### config.mk
export PLATFORM = sky130hd
export DESIGN_NAME = register_file
export DESIGN_NICKNAME = d
export VERILOG_FILES = /design/src/rtl/register_file_pkg.sv /design/src/rtl/register_file.sv
export SDC_FILE = /design/constraint.sdc
export NUM_CORES = 2
export LEC_CHECK = 0
export ABC_AREA = 1
export CORE_MARGIN = 2
export CORE_UTILIZATION = 27
export DETAILED_ROUTE_END_ITERATION = 8
export PLACE_DENSITY = 0.41
export SLEW_MARGIN = 20
export SYNTH_ARGS = -nofsm -noshare
export SYNTH_HDL_FRONTEND = slang
export SYNTH_SLANG_ARGS = --single-unit
### constraint.sdc
create_clock -name clk -period 4.9 [get_ports clk]
set_clock_uncertainty 0.2 [all_clocks]
set_input_delay 1.47 -clock clk [delete_from_list [all_inputs] [get_ports clk]]
set_output_delay 1.47 -clock clk [all_outputs]
set_load 0.01 [all_outputs]
### src/rtl/register_file_pkg.sv
// Shared register-file types and widths.
// Reused by decode, ALU and writeback stages.
package register_file_pkg;

  localparam int DATA_WIDTH = 32;
  localparam int ADDR_WIDTH = 5;
  localparam int NUM_REGS   = 2 ** ADDR_WIDTH;

  typedef logic [DATA_WIDTH-1:0] word_t;
  typedef logic [ADDR_WIDTH-1:0] reg_idx_t;

endpackage

### src/rtl/register_file.sv
// RV32I integer register file, x0 tied to zero.
// Two combinational read ports, one synchronous write port.
module register_file
  import register_file_pkg::*;
#(
  parameter int DATA_WIDTH = register_file_pkg::DATA_WIDTH,
  parameter int ADDR_WIDTH = register_file_pkg::ADDR_WIDTH,
  parameter int NUM_REGS   = register_file_pkg::NUM_REGS
) (
  input  logic                  clk,
  input  logic                  rst,
  input  logic                  write,
  input  logic [ADDR_WIDTH-1:0] rd,
  input  logic [DATA_WIDTH-1:0] reg_write,
  input  logic [ADDR_WIDTH-1:0] rs1,
  input  logic [ADDR_WIDTH-1:0] rs2,
  output logic [DATA_WIDTH-1:0] reg1,
  output logic [DATA_WIDTH-1:0] reg2
);

  // x0 has no storage; index 0 falls through to the zero default
  logic [DATA_WIDTH-1:0] regs [NUM_REGS-1:1];
  logic [NUM_REGS-1:1]   we;

  always_comb begin
    we = '0;
    for (int i = 1; i < NUM_REGS; i++) begin
      we[i] = write && (rd == i[ADDR_WIDTH-1:0]);
    end
  end

  always_ff @(posedge clk or negedge rst) begin
    if (!rst) begin
      for (int i = 1; i < NUM_REGS; i++) begin
        regs[i] <= '0;
      end
    end else begin
      for (int i = 1; i < NUM_REGS; i++) begin
        if (we[i]) begin
          regs[i] <= reg_write;
        end
      end
    end
  end

  always_comb begin
    reg1 = '0;
    reg2 = '0;
    for (int i = 1; i < NUM_REGS; i++) begin
      if (rs1 == i[ADDR_WIDTH-1:0]) begin
        reg1 = regs[i];
      end
      if (rs2 == i[ADDR_WIDTH-1:0]) begin
        reg2 = regs[i];
      end
    end
  end

endmodule

# Yosys cells after proc, flatten, opt, wreduce, memory -nomap -nowiden
# Cells that the tools add are included.
# word_totals
reg_bits,992
latch_bits,0
mem_bits_rw,0
mem_bits_ro,0
input_bits,50
word_cells,217
n_memories,0
# classes
addsub,0
mul,0
n_div,0
order_cmp,0
eq_ne,93
shift,0
n_mux,62
n_bitwise,0
reduce_logical,31
# op_table
op,count
32-bit 2-to-1 mux,62
"5-bit == test, second input constant",48
"5-bit by 4-bit == test with 1-bit output, second input constant",24
"5-bit by 3-bit == test with 1-bit output, second input constant",12
1-bit logical AND,31
"5-bit by 2-bit == test with 1-bit output, second input constant",6
"5-bit by 1-bit == test with 1-bit output, second input constant",3

# Longest topological paths before layout
# depth
ltp_word,32
mapped_depth,24

# Least setup slack after synthesis
# No wires, ideal clock.
# synth_timing
path_kind,input-to-output
from,input port rs1[1]
to,output port reg1[23]
arrival_time_ns,3.344
setup_slack_ns,-0.114
cell_stages,20
path_buffers,2
cell_sequence,buf_4 > inv_1 > nor2_1 > buf_4 > nand2_1 > nor2_2 > inv_1 > or2_2 > nand2_1 > nand4_1 > nor2_1 > nand4_1 > nor2_1 > nand4_1 > nand2_1 > nand3_1 > nand2_1 > nand4_1 > nor2_1 > nand3_1
# synth_via
elab_chain_cells,32
# synth_rtl
element,line,text
"start, declared",register_file.sv:15,"input logic [ADDR_WIDTH-1:0] rs1,"
5-bit by 1-bit == test with 1-bit output,register_file.sv:50,if (rs1 == i[ADDR_WIDTH-1:0]) begin
32-bit 2-to-1 mux (30 in a row),register_file.sv:50,
32-bit 2-to-1 mux (*),register_file.sv:50,
"end, declared",register_file.sv:17,"output logic [DATA_WIDTH-1:0] reg1,"
# Every way passes the cells marked *; elsewhere a longest branch is shown, timed or not.

# Worst setup path after layout
# layout_timing
from,input port rs2[1]
to,output port reg2[18]
# layout_via
elab_chain_cells,32
# layout_rtl
element,line,text
"start, declared",register_file.sv:16,"input logic [ADDR_WIDTH-1:0] rs2,"
5-bit by 1-bit == test with 1-bit output,register_file.sv:53,if (rs2 == i[ADDR_WIDTH-1:0]) begin
32-bit 2-to-1 mux (30 in a row),register_file.sv:53,
32-bit 2-to-1 mux (*),register_file.sv:53,
"end, declared",register_file.sv:18,output logic [DATA_WIDTH-1:0] reg2
# Marks and branches as above.

==> results.json <==
{
  "cts.path.max_buffers": 3,
  "via_count": 51992,
  "synth_top_family_by_area": "simple AND/OR/NAND/NOR gates",
  "coreArea_um2": 188000,
  "dr.pass1.iters": 6,
  "setup_tns_ns": -91.76,
  "gp_congestion": 0.924,
  "period_needed_ns": 6.56,
  "ios": 114,
  "cts_hold_repair.buffers": 0,
  "ys_seq_elements": 992,
  "die_y_um": 439,
  "drtIter0Drc": 5649,
  "violations": "negative setup slack",
  "finalCritPeriodShare_pct": 134,
  "reg_top3": "regs: 992 flops",
  "synthesis.nets": 7193,
  "synthAdderAreaFrac_pct": 0,
  "top_register": "regs",
  "yosys_warnings": 0,
  "synth_compound_area_share_pct": 11.1,
  "antenna_found_initial": 13,
  "cp_data_arrival_time_ns": 4.89,
  "clkLatencyLatePin_ns": 0.77,
  "mostFrequentLayoutCells": "nand2_1, o21ai_0, dfrtp_1",
  "layout_commonest_cell": "nand2_1",
  "seqPwrFrac_pct": 44.6,
  "syn_area_um2": 51100,
  "gr-usage-met3_pct": 3.26,
  "fmax_mhz": 152,
  "rows": 159,
  "drt-total-wl_um": 253000,
  "gr-usage-met2_pct": 42.7,
  "largest_reg_flops": 992,
  "wl_per_cell_um": 24.5,
  "worst_pin_slew_ns": 1.23,
  "grt_max_degree": 100,
  "crit_fanout": 6,
  "intPower_uw": 16700,
  "hold_class": "reg2reg",
  "layout-drive-gt1-share_pct": 22.5,
  "slew-limit-headroom_pct": 17.7,
  "rsz0062_at_grt": "yes",
  "grt_use_met1_pct": 34.9,
  "setup_ws_ns": -1.66,
  "synth.yosys.seq_area_share_pct": 48.6,
  "status": "finished, violations left",
  "ir_drop_mv": 0.352,
  "cts.sinks": 992,
  "power_uw": 24600,
  "hold_violations": 0,
  "overflow": 0,
  "crit_required_ns": 3.23,
  "drc": 0,
  "setup_violations": 64,
  "cts-buffers-inserted": 118,
  "leakagePower_uw": 0.0310,
  "clkTransAtPathRegs_ns": 0.06,
  "syn_avg_cell_area_um2": 7.16,
  "grt_most_used_layer": "met2",
  "io_buffers": 113,
  "path_class": "in2out",
  "die_area_um2": 193000,
  "die_w_um": 439,
  "synth.mux.area_fraction_pct": 0,
  "drv_cap": 0,
  "nNetsFinal": 7800,
  "sw_frac_of_total_pct": 32.3,
  "vias_per_cell": 5.03,
  "cts_tree": "done",
  "syn2layout_area_growth_pct": 33.5,
  "pre_cts_slack_ns": -3.08,
  "clkPwrFrac_pct": 37.2,
  "synth_xor_xnor_area_share_pct": 0,
  "synth_cells": 7143,
  "htree_levels": 3,
  "drv_slew": 0,
  "nFillCells": 19944,
  "crit_path_start_kind": "primary input",
  "cts-root-buf": "clkbuf_16",
  "p_per_area_nw_per_um2": 361,
  "first_global_vias": 49533,
  "grt_use_total_pct": 25.9,
  "grt_pass1_wl_um": 364000,
  "yosys.area_share.simple_pct": 32.9,
  "synth_cell_type_count": 23,
  "ant_nets": 0,
  "comb_power_share_pct": 18.2,
  "p_sw_uw": 7960,
  "cp-end-kind": "output port",
  "dpl.hpwl_um": 175000,
  "start_util_pct": 27.2
}
synth_stat cells:
library cell | count | area [µm²]
inv_1 | 491 | 1840
a21oi_1 | 78 | 390
or2_2 | 68 | 425
nand4_1 | 511 | 3200
buf_1 | 12 | 45.0
nor2_1 | 697 | 2620
nand2_2 | 2 | 12.5
o2111ai_1 | 6 | 52.6
nor3_1 | 28 | 140
or2_0 | 10 | 62.6
o21ai_0 | 1046 | 5240
or2_1 | 3 | 18.8
nand2_1 | 2602 | 9770
buf_2 | 35 | 175
buf_4 | 6 | 45.0
inv_2 | 7 | 26.3
dfrtp_1 | 992 | 24800
clkbuf_1 | 438 | 1640
nor3_2 | 6 | 60.1
nor2_4 | 2 | 22.5
nor2_2 | 6 | 37.5
clkinv_1 | 7 | 26.3
nand3_1 | 90 | 450
through the flow:
step	instances	instance area (µm²)	util, %	hold slack [ns]
global placement	9999	60300	32.1	0.266
floorplan	7143	51200	-	0.253
global route	10336	68200	36.3	0.303
detailed placement	9999	60300	32.1	0.272
finish	10339	68200	36.3	0.282
CTS	10296	67200	35.7	0.286
per-layer routing:
metal / up-vias / share of wire [%]
met3: 361 / 5.4
met5: - / 0.0028
met1: 25633 / 44
li1: 24209 / -
met4: 2 / 4.2
met2: 1787 / 47
kinds of logic (layout without fill, tap and decap cells):
kind of cell	count (synthesis)	in the layout
AND/OR/NAND/NOR	4025	4027
AO/OA/AOI/OAI	1130	1130
buffers and inverters	996	1692
flip-flops	992	992
other	0	3
power by group through the flow:
| stage | combinational, µW | sequential (µW) | clock [µW] |
|---|---|---|---|
| detailed placement | 4240 | 11100 | 0 |
| global placement | 4180 | 11000 | 0 |
| global route | 4980 | 11200 | 9670 |
| CTS | 4480 | 10900 | 9350 |
| finish | 4480 | 11000 | 9180 |
| floorplan | 2070 | 10700 | 0 |
final cells by class:
class / instances / area (µm²) / share of cell area, %
antenna: 3 / 7.51 / 0.0110
clock buffer: 175 / 3450 / 5.05
timing repair buffer: 975 / 9480 / 13.9
inverter: 505 / 2030 / 2.98
multi-input combinational: 5157 / 24800 / 36.4
sequential: 992 / 24800 / 36.4
clock inverter: 36 / 497 / 0.728
tap: 2495 / 3120 / 4.58
timing repair inverter: 1 / 5.00 / 0.00734
worst max-delay path: stages:
cell and delay (ns):
buf_12 0.13, clkinv_8 0.05, nor2_4 0.04, buf_12 0.14
buf_6 0.12, nand4_1 0.08, nand2_1 0.09, nor2_2 0.17
nand4_1 0.23, nor2_4 0.21, nand3_2 0.08, nor2_1 0.09
buf_4 0.16, nand3_4 0.07, nand2_4 0.10, nand3_4 0.10
nand2_2 0.10, nand4_1 0.14, nor2_2 0.21, nand4_1 0.19
nor2_4 0.19, buf_6 0.13, nand4_1 0.16, nor2_2 0.16
nand4_1 0.10, buf_2 0.15
final timing paths:
kind / startpoint / to / slack, ns / cells past startpoint
worst min-delay path: regs[872] / regs[872] / 0.28 / 2
max in group asynchronous: rst / regs[36] / 2.84 / 2
worst max register to register: regs[22] / regs[22] / 3.82 / 3
worst min register to register: regs[872] / regs[872] / 0.28 / 2
min in group asynchronous: rst / regs[343] / 0.51 / 1
worst max-delay path: rs2[1] / reg2[18] / -1.66 / 26
what timing repair did:
item | CTS | global route
setup endpoints to repair | 64 | 64
resized for setup | 991 | 220
pin swaps | 631 | 667
gates cloned | 15 | 4
buffers inserted | 86 | 54
Power figures use the tool's default switching activity.
